### src/rtl/flash_fill_ctrl.sv
// rtl/flash_fill_ctrl.sv - SPI line-fill sequencer between sram_ctrl and the serial flash
//
// On a read miss this block issues one SPI READ for the whole cache line,
// assembles the returned bits into DATA_W-bit words, strobes each word into
// the SRAM line buffer and pulses fill_done when the line is complete.
// It is the only master of the flash pins.
//
// Build option: define FAST_READ_EN to use opcode 0x0B followed by 8 dummy
// sck cycles; left undefined, opcode 0x03 is used with no dummy phase.
//
// Ports:
//   clk        system clock, everything on the rising edge
//   rst        synchronous active-high reset
//   miss_req   line fill request from sram_ctrl (level, sampled in IDLE)
//   miss_addr  byte address of the missing access
//   busy       fill in progress (accept through DONE)
//   fill_done  one-cycle pulse when the line has been written
//   ram_we     one-cycle SRAM write strobe per word
//   ram_addr   word index within the line
//   ram_wdata  assembled word, held until the next word
//   flash_cs   chip select, active low
//   flash_sck  SPI clock, mode 0 (idles low)
//   flash_si   serial data to flash
//   flash_so   serial data from flash

module flash_fill_ctrl #(
  parameter int ADDR_W     = 24,
  parameter int DATA_W     = 32,
  parameter int LINE_WORDS = 8,
  parameter int CLK_DIV    = 2
) (
  input  logic                          clk,
  input  logic                          rst,
  input  logic                          miss_req,
  input  logic [ADDR_W-1:0]             miss_addr,
  output logic                          busy,
  output logic                          fill_done,
  output logic                          ram_we,
  output logic [$clog2(LINE_WORDS)-1:0] ram_addr,
  output logic [DATA_W-1:0]             ram_wdata,
  output logic                          flash_cs,
  output logic                          flash_sck,
  output logic                          flash_si,
  input  logic                          flash_so
);

  localparam int WORD_AW = $clog2(LINE_WORDS);
  localparam int OFF_W   = $clog2(LINE_WORDS * DATA_W / 8);
  // One counter serves the 8-bit opcode, 24-bit address, dummy and word phases.
  localparam int CNT_W   = ($clog2(DATA_W) > 5) ? $clog2(DATA_W) : 5;
  localparam int DIV_W   = (CLK_DIV > 1) ? $clog2(CLK_DIV) : 1;

  localparam logic [DIV_W-1:0]   DIV_LAST  = DIV_W'(CLK_DIV - 1);
  localparam logic [CNT_W-1:0]   DATA_LAST = CNT_W'(DATA_W - 1);
  localparam logic [CNT_W-1:0]   CMD_LAST  = CNT_W'(7);
  localparam logic [CNT_W-1:0]   ADDR_LAST = CNT_W'(23);
  localparam logic [CNT_W-1:0]   DUM_LAST  = CNT_W'(7);
  localparam logic [WORD_AW-1:0] WORD_LAST = WORD_AW'(LINE_WORDS - 1);
  localparam logic [ADDR_W-1:0]  OFF_MASK  = ADDR_W'((64'd1 << OFF_W) - 64'd1);

`ifdef FAST_READ_EN
  localparam logic [7:0] OPCODE = 8'h0B;
`else
  localparam logic [7:0] OPCODE = 8'h03;
`endif

  typedef enum logic [2:0] {
    S_IDLE,
    S_CMD,
    S_ADDR,
    S_DUMMY,
    S_DATA,
    S_DONE
  } state_t;

  state_t               state_q;
  logic [DIV_W-1:0]     div_q;
  logic [CNT_W-1:0]     bit_cnt_q;
  logic [WORD_AW-1:0]   word_cnt_q;
  logic [31:0]          tx_q;
  logic [DATA_W-2:0]    rx_q;
  logic                 last_q;
  logic                 busy_q;
  logic                 fill_done_q;
  logic                 ram_we_q;
  logic [WORD_AW-1:0]   ram_addr_q;
  logic [DATA_W-1:0]    ram_wdata_q;
  logic                 cs_q;
  logic                 sck_q;
  logic                 si_q;

  logic [ADDR_W-1:0]    line_addr;
  logic [23:0]          addr24;
  logic [31:0]          tx_init;

  assign line_addr = miss_addr & ~OFF_MASK;

  // The SPI address phase is always 24 bits wide.
  generate
    if (ADDR_W >= 24) begin : g_addr_trunc
      assign addr24 = line_addr[23:0];
    end else begin : g_addr_ext
      assign addr24 = {{(24 - ADDR_W){1'b0}}, line_addr};
    end
  endgenerate

  assign tx_init = {OPCODE, addr24};

  always_ff @(posedge clk) begin
    if (rst) begin
      state_q     <= S_IDLE;
      div_q       <= '0;
      bit_cnt_q   <= '0;
      word_cnt_q  <= '0;
      tx_q        <= '0;
      rx_q        <= '0;
      last_q      <= 1'b0;
      busy_q      <= 1'b0;
      fill_done_q <= 1'b0;
      ram_we_q    <= 1'b0;
      ram_addr_q  <= '0;
      ram_wdata_q <= '0;
      cs_q        <= 1'b1;
      sck_q       <= 1'b0;
      si_q        <= 1'b0;
    end else begin
      ram_we_q    <= 1'b0;
      fill_done_q <= 1'b0;
      case (state_q)
        S_IDLE: begin
          if (miss_req) begin
            state_q    <= S_CMD;
            busy_q     <= 1'b1;
            cs_q       <= 1'b0;
            sck_q      <= 1'b0;
            // First bit goes out with cs; the rest wait in the shifter.
            si_q       <= tx_init[31];
            tx_q       <= tx_init << 1;
            div_q      <= '0;
            bit_cnt_q  <= '0;
            word_cnt_q <= '0;
            last_q     <= 1'b0;
          end
        end

        S_DONE: begin
          state_q <= S_IDLE;
          busy_q  <= 1'b0;
        end

        default: begin
          if (div_q != DIV_LAST) begin
            div_q <= div_q + DIV_W'(1);
          end else begin
            div_q <= '0;
            sck_q <= ~sck_q;
            if (!sck_q) begin
              // Edge driving sck high: flash data is sampled here.
              if (state_q == S_DATA) begin
                rx_q <= {rx_q[DATA_W-3:0], flash_so};
                if (bit_cnt_q == DATA_LAST) begin
                  bit_cnt_q   <= '0;
                  ram_we_q    <= 1'b1;
                  ram_addr_q  <= word_cnt_q;
                  ram_wdata_q <= {rx_q, flash_so};
                  if (word_cnt_q == WORD_LAST) begin
                    last_q <= 1'b1;
                  end else begin
                    word_cnt_q <= word_cnt_q + WORD_AW'(1);
                  end
                end else begin
                  bit_cnt_q <= bit_cnt_q + CNT_W'(1);
                end
              end
            end else begin
              // Edge driving sck low: si advances, phases change here.
              case (state_q)
                S_CMD: begin
                  si_q <= tx_q[31];
                  tx_q <= tx_q << 1;
                  if (bit_cnt_q == CMD_LAST) begin
                    state_q   <= S_ADDR;
                    bit_cnt_q <= '0;
                  end else begin
                    bit_cnt_q <= bit_cnt_q + CNT_W'(1);
                  end
                end
                S_ADDR: begin
                  if (bit_cnt_q == ADDR_LAST) begin
                    si_q      <= 1'b0;
                    bit_cnt_q <= '0;
`ifdef FAST_READ_EN
                    state_q   <= S_DUMMY;
`else
                    state_q   <= S_DATA;
`endif
                  end else begin
                    si_q      <= tx_q[31];
                    tx_q      <= tx_q << 1;
                    bit_cnt_q <= bit_cnt_q + CNT_W'(1);
                  end
                end
                S_DUMMY: begin
                  if (bit_cnt_q == DUM_LAST) begin
                    state_q   <= S_DATA;
                    bit_cnt_q <= '0;
                  end else begin
                    bit_cnt_q <= bit_cnt_q + CNT_W'(1);
                  end
                end
                S_DATA: begin
                  // Finish the high half of the last bit before releasing cs.
                  if (last_q) begin
                    state_q     <= S_DONE;
                    cs_q        <= 1'b1;
                    sck_q       <= 1'b0;
                    fill_done_q <= 1'b1;
                  end
                end
                default: ;
              endcase
            end
          end
        end
      endcase
    end
  end

  assign busy      = busy_q;
  assign fill_done = fill_done_q;
  assign ram_we    = ram_we_q;
  assign ram_addr  = ram_addr_q;
  assign ram_wdata = ram_wdata_q;
  assign flash_cs  = cs_q;
  assign flash_sck = sck_q;
  assign flash_si  = si_q;

endmodule

### config.mk
export PLATFORM = sky130hd
export DESIGN_NAME = flash_fill_ctrl
export DESIGN_NICKNAME = d
export VERILOG_FILES = /design/src/rtl/flash_fill_ctrl.sv
export SDC_FILE = /design/constraint.sdc
export NUM_CORES = 1
export LEC_CHECK = 0
export CAP_MARGIN = 20
export CORE_ASPECT_RATIO = 1.25
export CORE_MARGIN = 2
export CORE_UTILIZATION = 41
export DETAILED_ROUTE_END_ITERATION = 6
export GPL_TIMING_DRIVEN = 0
export REMOVE_ABC_BUFFERS = 1
export SYNTH_ARGS = -nofsm -noshare
export SYNTH_HDL_FRONTEND = slang
export SYNTH_SLANG_ARGS = --single-unit
### constraint.sdc
create_clock -name clk -period 4.47 [get_ports clk]
set_clock_uncertainty 0.05 [all_clocks]
set_input_delay 0.447 -clock clk [delete_from_list [all_inputs] [get_ports clk]]
set_output_delay 0.447 -clock clk [all_outputs]
set_load 0.02 [all_outputs]
==> summary.txt, run 1 <==
Run status
  • Status: finished clean

Critical path
  • Reg-to-reg critical path startpoint: state_q[2]$_SDFFE_PP0P_
  • CP Data Arrival Time: approximately 3200 ps
  • Critical path cell sequence: inv_1, nand2_1, nand2_1, a311oi_1
  • RR Endpoint: tx_q[16]$_SDFFE_PP0P_
  • CP most frequent cell: nand2_1
  • CP Capture Type: flip-flop
  • Crit Path Max Fanout: 29
  • Critical Path RT: roughly 4700 ps
  • CP Launch Type: flip-flop
  • R2R Setup Slk: between 1000 and 1500 ps
  • R2R cell count: 4
  • Crit path kind: reg -> reg
  • Worst-path cell with the longest stage delay: dfxtp_1
  • CP max stage delay: 930 ps

Route
  • Metal3 WL: 333 µm
  • Metal2 WL: roughly 5 mm
  • Drc violations: 0
  • Met1 WL: 4.52 mm
  • Initial drt markers: ~220
  • Final wirelength: 9.87 mm
  • Top layer in use: met4
  • Post-DRT Antenna Nets: 0
  • Via density: 5.33
  • Vias: approximately 4000
  • WL per Instance: 13.4 µm
  • Drt pass-1 iters: 4

Clock tree
  • Clock sinks: 111
  • Max clock buf depth: 2
  • Clock latency on the worst-skew pair: 340 ps
  • CTS tree: yes
  • Hold_buf cts: 0
  • Post-CTS setup buffer count: 0
  • Max H-tree Level: 3
  • Num CTS Buffers: 9
  • Clk root buf: clkbuf_16
  • CTS resizes: 0
  • Clock transition at path regs: 70 ps

Logic synthesis
  • Asr flop ratio synth: 0%
  • Post-synth EDFFs: 0
  • Post-synthesis instance area: about 0.0045 mm²
  • Yosys top cell by area: dfxtp_1
  • Syn avg cell area: 8.04 µm²
  • Synth area leaders: dfxtp_1 (49%), nand2_1 (15%), a21oi_1 (11%)
  • Most frequent cells after synthesis: nand2_1 (176), dfxtp_1 (111), a21oi_1 (98), clkbuf_1 (28), a311oi_1 (18)
  • Synth warn: 0
  • Sequential area share after synthesis: 49.0%
  • Mapped Cells: between 500 and 600
  • Post-synth top area share: 49.0%
  • Main synth FF type: dfxtp_1
  • Post-synthesis cell type count: 52
  • Synth Register Bits: 111
  • Top-count cell post-synth: nand2_1

Placement
  • Dpl hpwl: 6.34 mm
  • Dpl cell area: 0.00522 mm²
  • Placed Cells incl. Taps: 718
  • Port Buf Inserts: 63
  • Final RePlAce weighted congestion: around 0.82

Die
  • I/O pin total: 69
  • Starting Density: 42.5%
  • Die Area: about 0.012 mm²
  • Chip Width: 98.1 µm
  • Die H: 122 µm
  • Number of cell rows: 42
  • Core Area: 0.0107 mm²

STA
  • Sum Neg Setup Slack: 0 ps
  • Final hold vios: 0
  • Setup violations, final: 0
  • Max-slew violations: 0
  • FMAX: 331 MHz
  • Worst Max-Slew Pin Slew: approximately 1000 ps
  • Max_slew headroom: around a third
  • Minimum clock period: ~3000 ps
  • Final Cycle Share: 67.5%
  • Final hold slack: 404 ps
  • Unrepaired setup endpoints after global routing: no

Finish
  • Area delta synth->final: 23.4%
  • Share of cells above drive strength 1: between 5 and 6%
  • Area occupied by registers: 0.00222 mm²
  • FILL cells: between 1000 and 1500
  • # nets final: 630
  • Post-route cell area: 0.00560 mm²
  • Antenna diodes: 0
  • Non-filler cells in the finished layout: ~740
  • Area of the multi-input gates: 0.00209 mm²

Power and ir drop
  • Cell Pwr Density: approximately 370 mW/mm²
  • Worst vdd ir: around 0.00018 V
  • Cell leakage power: 1.95 nW

Hold path
  • HP Start: ram_wdata[21]$_SDFFE_PP0P_
  • Worst hold path type: reg -> reg
  • Hold Path Depth: 2
  • Hold EP: ram_wdata[21]$_SDFFE_PP0P_

Global route
  • GR Util All Layers: 16.8%
  • Largest net degree at the start of global routing: 61
  • Global-route wire length before repair: 16.7 mm
  • Grt total ovfl: 0
  • Initial antenna violation count: 0
  • Vias in the first global route: 3595

Job
  • # Max-Cap Violations: 0
## worst max-delay path: cells and delay by family, from the launching register on
kind / cells / cell delay, ps
compound gates: 1 / 310
flops: 1 / 930
simple gates: 2 / 920
buf+inv: 1 / 690
## flip-flops by register name, summed over array words and instances (netlist names)
register / count
flash_cs: 1
ram_addr: 3
rx_q: 31
word_cnt_q: 3
fill_done: 1
ram_wdata: 32
ram_we: 1
last_q: 1
bit_cnt_q: 5
busy: 1
flash_sck: 1
flash_si: 1
div_q: 1
state_q: 3
tx_q: 26
## power by group
group	internal [mW]	switching, mW	leakage [nW]
registers	1.01	0.0161	0.900
clock network	0.566	0.356	0.173
logic	0.0538	0.0689	0.875
total	1.63	0.441	1.95
## cell usage in the layout (no fill, tap or decap), drive strengths merged, types with 3 or more instances in the layout
cell and n:
a21oi 98, a311oi 18, a41o 4, and3 5, and3b 3, buf 7
bufinv 3, clkbuf 10, clkdlybuf4s50 62, dfxtp 111, ha 4, inv 9
nand2 176, nand2b 4, nand3 6, nand3b 4, nand4 3, nand4b 4
nor2 9, nor2b 4, nor3 4, nor4 4, o211a 4, o211ai 4
o21ai 13, o32ai 4, or2 3
## stage by stage
step           setup slack (ps)  power, mW  util (%)
6_report                   1450       2.07      52.5
5_1_grt                    1130       2.15      52.5
4_1_cts                    1410       2.10      52.2
3_5_place_dp               1430       1.17      48.9
3_3_place_gp               -935       1.17      48.1
2_1_floorplan              2270       1.11         -
## per-layer routing
| layer | global-route usage (%) | vias up |
|---|---|---|
| met5 | 0 | - |
| met4 | 5.64 | 0 |
| met1 | 20.9 | 1812 |
| li1 | - | 2028 |
| met2 | 29.5 | 77 |
| met3 | 3.16 | 4 |
## worst max path at each step
| stage | end | slack [ps] | start | depth (start not counted) |
|---|---|---|---|---|
| 2_1_floorplan | tx_q[30]$_SDFFE_PP0P_ | 2270 | flash_sck$_SDFFE_PP0P_ | 4 |
| 3_3_place_gp | tx_q[30]$_SDFFE_PP0P_ | -940 | rst | 5 |
| 3_5_place_dp | tx_q[12]$_SDFFE_PP0P_ | 1430 | state_q[2]$_SDFFE_PP0P_ | 4 |
| 4_1_cts | tx_q[14]$_SDFFE_PP0P_ | 1410 | state_q[2]$_SDFFE_PP0P_ | 4 |
| 5_1_grt | tx_q[19]$_SDFFE_PP0P_ | 1130 | state_q[2]$_SDFFE_PP0P_ | 4 |
| 6_report | tx_q[16]$_SDFFE_PP0P_ | 1450 | state_q[2]$_SDFFE_PP0P_ | 4 |
## cells by family (layout without fill, tap and decap cells)
group / after synthesis / in the layout / share of synthesized area (%)
XOR/XNOR: 2 / 2 / 0.386
multiplexers: 2 / 2 / 0.469
flip-flops: 111 / 111 / 49.0
AO/OA/AOI/OAI: 156 / 156 / 21.0
buffers and inverters: 53 / 92 / 5.05
adder cells (fa/ha/maj): 4 / 4 / 1.10
AND/OR/NAND/NOR: 236 / 236 / 23.0
## final cells by class
cell class | count | area share, %
repair buffers | 69 | 13.2
well taps | 132 | 2.95
multi-input cells | 400 | 37.4
clock buffers | 10 | 4.27
flip-flops and latches | 111 | 39.7
inverters | 7 | 0.469
clock inverters | 6 | 2.01
Note: power is estimated with default switching activity, not from simulation.
==> run 2, diff against run 1 <==
Settings changed: PLACE_DENSITY from default to 0.66.
Clock period 4.47 ns to 2.55 ns, I/O delays scaled along.
==> summary.txt, run 2 (synthesis gave the netlist of run 1 again) <==
Die
  • Die Area: 0.0119 mm²
  • Starting Density: between 40% and 50%
  • Number of cell rows: 42
  • Chip Width: 98.1 µm
  • Core Area: 0.0107 mm²
  • I/O pin total: 69
  • Die H: between 100 and 150 µm

Global route
  • Initial antenna violation count: 0
  • GR Util All Layers: between 10% and 20%
  • Global-route wire length before repair: 16.9 mm
  • Grt met3 use: 3.73%
  • GR peak layer: met2
  • Grt total ovfl: 0
  • Vias in the first global route: 3747
  • Met2 Use GR: 29.7%
  • Met1 usage: roughly a fifth
  • Largest net degree at the start of global routing: 64

Route
  • Drt pass-1 iters: 4
  • WL per Instance: 13.2 µm
  • Drc violations: 0
  • Initial drt markers: 145
  • Via density: roughly 5.4
  • Vias: 3953
  • Final wirelength: approximately 10 mm
  • Post-DRT Antenna Nets: 0

Clock tree
  • Clk root buf: clkbuf_16
  • Max clock buf depth: 2
  • Clock transition at path regs: 70 ps
  • Clock sinks: 111
  • CTS tree: yes
  • Clock latency on the worst-skew pair: 340 ps
  • Max H-tree Level: 3
  • Num CTS Buffers: 9
  • Hold_buf cts: 0

Run status
  • Status: finished clean

Finish
  • Antenna diodes: 0
  • Most frequent cells in the layout: nand2_1 (175), dfxtp_1 (110), a21oi_1 (98)
  • Max reg flops: 32
  • # nets final: approximately 630
  • Final Util: 51.9%
  • Area delta synth->final: 22.1%
  • Share of cells above drive strength 1: 6.11%
  • Commonest non-fill, non-tap cell in the layout: nand2_1

Hold path
  • Worst hold path type: in -> reg
  • HP Start: rst

Power and ir drop
  • Cell Pwr Density: between 600 and 700 mW/mm²
  • Psw: 0.766 mW
  • Cell leakage power: 1.92 nW
  • Reg power frac: 53.6%
  • Net Sw Frac: 22.9%
  • Clock share of power: between 30% and 40%
  • Combinational power share: 6.5%
  • Int Pwr: 2.59 mW
  • Worst vdd ir: 0.000318 V

Critical path
  • CP Capture Type: flip-flop
  • Crit Path Max Fanout: 31
  • Critical path cell sequence: nor2_1, nand2_1, nand2_1, a21oi_1
  • Crit path kind: reg -> reg
  • CP Launch Type: flip-flop
  • CP delay by family, top: simple AND/OR/NAND/NOR gates
  • CP max stage delay: between 800 and 900 ps
  • CP most frequent cell: nand2_1
  • CP Data Arrival Time: 2520 ps
  • Worst-path cell with the longest stage delay: nand2_1
  • Reg-to-reg critical path startpoint: state_q[1]$_SDFFE_PP0P_
  • Worst path bufs/invs: 0
  • Critical Path RT: 2770 ps
  • CP startpoint: state_q[1]$_SDFFE_PP0P_

STA
  • Max-slew violations: 0
  • Minimum clock period: 2300 ps
  • Worst Max-Slew Pin Slew: 1040 ps
  • Final hold slack: 302 ps
  • Unrepaired setup endpoints after global routing: no
  • Final hold vios: 0
  • Max_slew headroom: 30.6%
  • Final Cycle Share: 90.2%
  • FMAX: between 400 and 500 MHz
  • Setup violations, final: 0
  • Sum Neg Setup Slack: 0 ps

Placement
  • Final RePlAce weighted congestion: 0.757
  • Dpl hpwl: 6.24 mm
  • Port Buf Inserts: 63

Job
  • # Max-Cap Violations: 0
==> run 2: worst paths after layout <==
path / slack, ps / cells after the start / end
worst min-delay path: 300 / 2 / ram_we$_SDFF_PP0_
worst max register to register: 250 / 4 / rx_q[27]$_SDFFE_PP0P_
worst min register to register: 400 / 2 / ram_wdata[29]$_SDFFE_PP0P_
worst max-delay path: 250 / 4 / rx_q[27]$_SDFFE_PP0P_
==> run 2: cell type report <==
type                    instances  area [µm²]
clock buffers                  12         256
fillers                      1031        5130
clock inverters                 4        27.5
repair inverters                1        5.00
well taps                     132         165
inverters                       7        30.0
repair buffers                 71         731
flip-flops and latches        111        2220
multi-input cells             400        2100
==> run 2: metal layers <==
metal | vias to the layer above | wire length, µm
met3 | 7 | 411
met1 | 1830 | 4380
li1 | 2033 | -
met4 | 0 | 95
met2 | 83 | 4890
met5 | - | 0
==> run 2: metrics by stage <==
stage	power [mW]	worst slack, ps	instance area, µm²	cells
final	3.35	251	5540	738
after detailed placement	2.05	-454	5220	718
after floorplan	1.94	349	4330	518
after CTS	3.39	2.83	5510	735
after global placement	2.04	-2540	5130	713
after global routing	3.49	2.41	5540	738
==> run 2: power groups by stage <==
stage          combinational [mW]  clock (mW)  sequential, mW
4_1_cts                     0.214        1.38            1.80
5_1_grt                     0.242        1.45            1.80
2_1_floorplan               0.110           0            1.83
3_5_place_dp                0.213           0            1.84
3_3_place_gp                0.205           0            1.83
6_report                    0.218        1.34            1.80
==> run 2: timing repair <==
item / 4_1_cts / 5_1_grt
buffers inserted: 0 / 3
gates resized for setup: 3 / 1
endpoints found under the setup margin: 23 / 23
pin swaps: 0 / 1
gates cloned: 1 / 0
==> run 2: worst reg2reg max path, cell delays in order (launching register included) <==
cell     delay, ps
dfxtp_1        790
nor2_1         250
nand2_1        830
nand2_1        140
a21oi_1        170
==> run 3, diff against run 2 <==
Settings changed: ABC_AREA from default to 1.
==> summary.txt, run 3 <==
Run status
  • Status: finished clean

Finish
  • Non-filler cells in the finished layout: 855
  • Final Util: ~51%
  • Max reg flops: 32
  • Area of the multi-input gates: approximately 0.002 mm²
  • Most frequent cells in the layout: nand2_1 (219), dfxtp_1 (111), nor2_1 (102)
  • Area delta synth->final: 21.1%
  • Share of cells above drive strength 1: 5.14%
  • # nets final: 747
  • Commonest non-fill, non-tap cell in the layout: nand2_1
  • Area occupied by registers: around 0.0022 mm²
  • FILL cells: around 1100
  • Antenna diodes: 0

Critical path
  • CP Data Arrival Time: 2390 ps
  • R2R cell count: 9
  • CP Launch Type: flip-flop
  • Crit Path Max Fanout: 36
  • Critical path cell sequence: ha_1, nand2_1, nor2_1, ha_1, inv_1, nor2_4, inv_2, nand2_1, a21oi_1
  • Reg-to-reg critical path startpoint: bit_cnt_q[0]$_SDFFE_PP0P_
  • RR Endpoint: ram_wdata[15]$_SDFFE_PP0P_
  • Critical Path RT: 2770 ps
  • CP max stage delay: 480 ps
  • R2R Setup Slk: 380 ps
  • CP Capture Type: flip-flop
  • Crit path kind: reg -> reg
  • Worst-path cell with the longest stage delay: inv_2

Clock tree
  • Max H-tree Level: 3
  • Clk root buf: clkbuf_16
  • Clock latency on the worst-skew pair: 340 ps
  • Clock transition at path regs: 70 ps
  • CTS tree: yes
  • Clock sinks: 111
  • Max clock buf depth: 2
  • Num CTS Buffers: 9

Power and ir drop
  • Final total power: 5.69 mW
  • Worst vdd ir: around 0.00048 V
  • Cell leakage power: 2.32 nW
  • Cell Pwr Density: around 1000 mW/mm²

Die
  • Chip Width: ~99 µm
  • Starting Density: a little over two fifths
  • Die H: 123 µm
  • Core Area: 0.0111 mm²
  • I/O pin total: 69
  • Number of cell rows: 43
  • Die Area: about 0.012 mm²

Global route
  • Largest net degree at the start of global routing: 54
  • GR Util All Layers: 16.9%
  • Grt total ovfl: 0
  • Global-route wire length before repair: about 17 mm
  • Initial antenna violation count: 0
  • Vias in the first global route: roughly 4000

Logic synthesis
  • Post-synthesis instance area: 0.00465 mm²
  • Yosys top cell by area: dfxtp_1
  • Top-count cell post-synth: nand2_1
  • Post-synth EDFFs: 0
  • Synth Register Bits: 111
  • Most frequent cells after synthesis: nand2_1 (219), dfxtp_1 (111), nor2_1 (102), a21oi_1 (73), inv_1 (46)
  • Asr flop ratio synth: 0%
  • Post-synthesis cell type count: 26
  • Main synth FF type: dfxtp_1
  • Sequential area share after synthesis: 47.8%
  • Synth area leaders: dfxtp_1 (48%), nand2_1 (18%), nor2_1 (8.2%)
  • Mapped Cells: 669
  • Post-synth top area share: 47.8%
  • Syn avg cell area: 6.96 µm²
  • Synth warn: 0

Placement
  • Port Buf Inserts: 63
  • Placed Cells incl. Taps: ~840
  • Final RePlAce weighted congestion: roughly 0.83
  • Dpl hpwl: approximately 6 mm

STA
  • FMAX: about 460 MHz
  • Worst Max-Slew Pin Slew: 636 ps
  • Setup violations, final: 0
  • Max_slew headroom: 57.4%
  • Max-slew violations: 0
  • Unrepaired setup endpoints after global routing: no
  • Final Cycle Share: a little over four fifths
  • Final hold vios: 0
  • Minimum clock period: 2170 ps

Route
  • Drc violations: 0
  • WL per Instance: 11.5 µm
  • Via density: 4.78
  • Post-DRT Antenna Nets: 0
  • Initial drt markers: 158
  • Drt pass-1 iters: 5
  • Vias: 4084
  • Final wirelength: 9.86 mm

Hold path
  • HP Start: rst
  • Hold EP: ram_we$_SDFF_PP0_
  • Hold Path Depth: 2
  • Worst hold path type: in -> reg

Job
  • # Max-Cap Violations: 0
[run 3: cell count changes in the layout (fill, tap and decap cells not counted), moves of 5 or more]
cell and delta:
nand2_1 +44, and3_1 -5, o21ai_0 +17, nand3_1 +11, inv_1 +40, o21ai_1 +7
a311oi_1 -18, a21oi_1 -25, nor2_1 +95, inv_2 +7
[run 3: cells by family (layout without fill, tap and decap cells)]
kind of cell / count (synthesis) / after routing / synth area share, %
adders and majority gates: 4 / 4 / 1.08
AOI/OAI and AO/OA: 114 / 114 / 12.5
DFF: 111 / 111 / 47.8
xor gates and xnor gates: 1 / 1 / 0.188
and+or+nand+nor: 350 / 351 / 30.2
buffers and inverters: 89 / 139 / 8.26
[run 3: report_power, final]
group | switching, mW | leakage, nW | internal (mW)
Sequential | 0.120 | 0.901 | 1.96
Combinational | 1.55 | 1.29 | 0.777
Clock | 0.619 | 0.134 | 0.664
[run 3: worst max-delay path by stage]
stage | slack [ps] | to | startpoint | depth (start not counted)
final | 380 | ram_wdata[15]$_SDFFE_PP0P_ | bit_cnt_q[0]$_SDFFE_PP0P_ | 9
after global routing | 100 | ram_wdata[14]$_SDFFE_PP0P_ | flash_sck$_SDFFE_PP0P_ | 6
after CTS | 6 | ram_wdata[21]$_SDFFE_PP0P_ | state_q[2]$_SDFFE_PP0P_ | 7
after detailed placement | -270 | ram_wdata[21]$_SDFFE_PP0P_ | state_q[2]$_SDFFE_PP0P_ | 7
after global placement | -2470 | ram_wdata[26]$_SDFFE_PP0P_ | rst | 4
after floorplan | 470 | ram_addr[0]$_SDFFE_PP0P_ | bit_cnt_q[0]$_SDFFE_PP0P_ | 9
[run 3: layer usage]
layer / GRT usage, % / vias up / share of wire (%)
met5: 0 / - / 0
met4: 6.42 / 0 / 1.6
met3: 4.64 / 13 / 5.0
met2: 29.1 / 68 / 46
met1: 20.1 / 1824 / 47
li1: - / 2179 / -
[run 3: repair_timing]
item                       CTS  global route
buffers inserted             0             2
resized for setup            0             1
hold buffers                 0             0
cloned                       1             0
pin swaps                    1             1
setup endpoints to repair   36            36
[run 3: cell type report]
| class | count | area share (%) |
|---|---|---|
| clock buffers | 11 | 4.13 |
| inverters | 55 | 3.66 |
| flip-flops and latches | 111 | 39.4 |
| well taps | 135 | 3.00 |
| clock inverters | 5 | 0.577 |
| multi-input cells | 470 | 36.5 |
| repair buffers | 68 | 12.7 |
[run 3: per-stage QoR]
step | area [µm²] | hold slack [ps] | setup TNS [ps] | worst slack [ps]
6_report | 5640 | 223 | 0 | 384
5_1_grt | 5640 | 250 | 0 | 95.4
4_1_cts | 5590 | 213 | 0 | 5.99
3_5_place_dp | 5320 | 398 | -8190 | -270
3_3_place_gp | 5280 | 390 | -123710 | -2470
2_1_floorplan | 4480 | 274 | 0 | 470
[run 3: worst max-delay path, delay by kind of cell, from the launching register on]
kind | cells | cell delay [ps]
buffers and inverters | 2 | 700
adders and majority gates | 2 | 460
and+or+nand+nor | 4 | 380
DFF | 1 | 350
AOI/OAI and AO/OA | 1 | 150
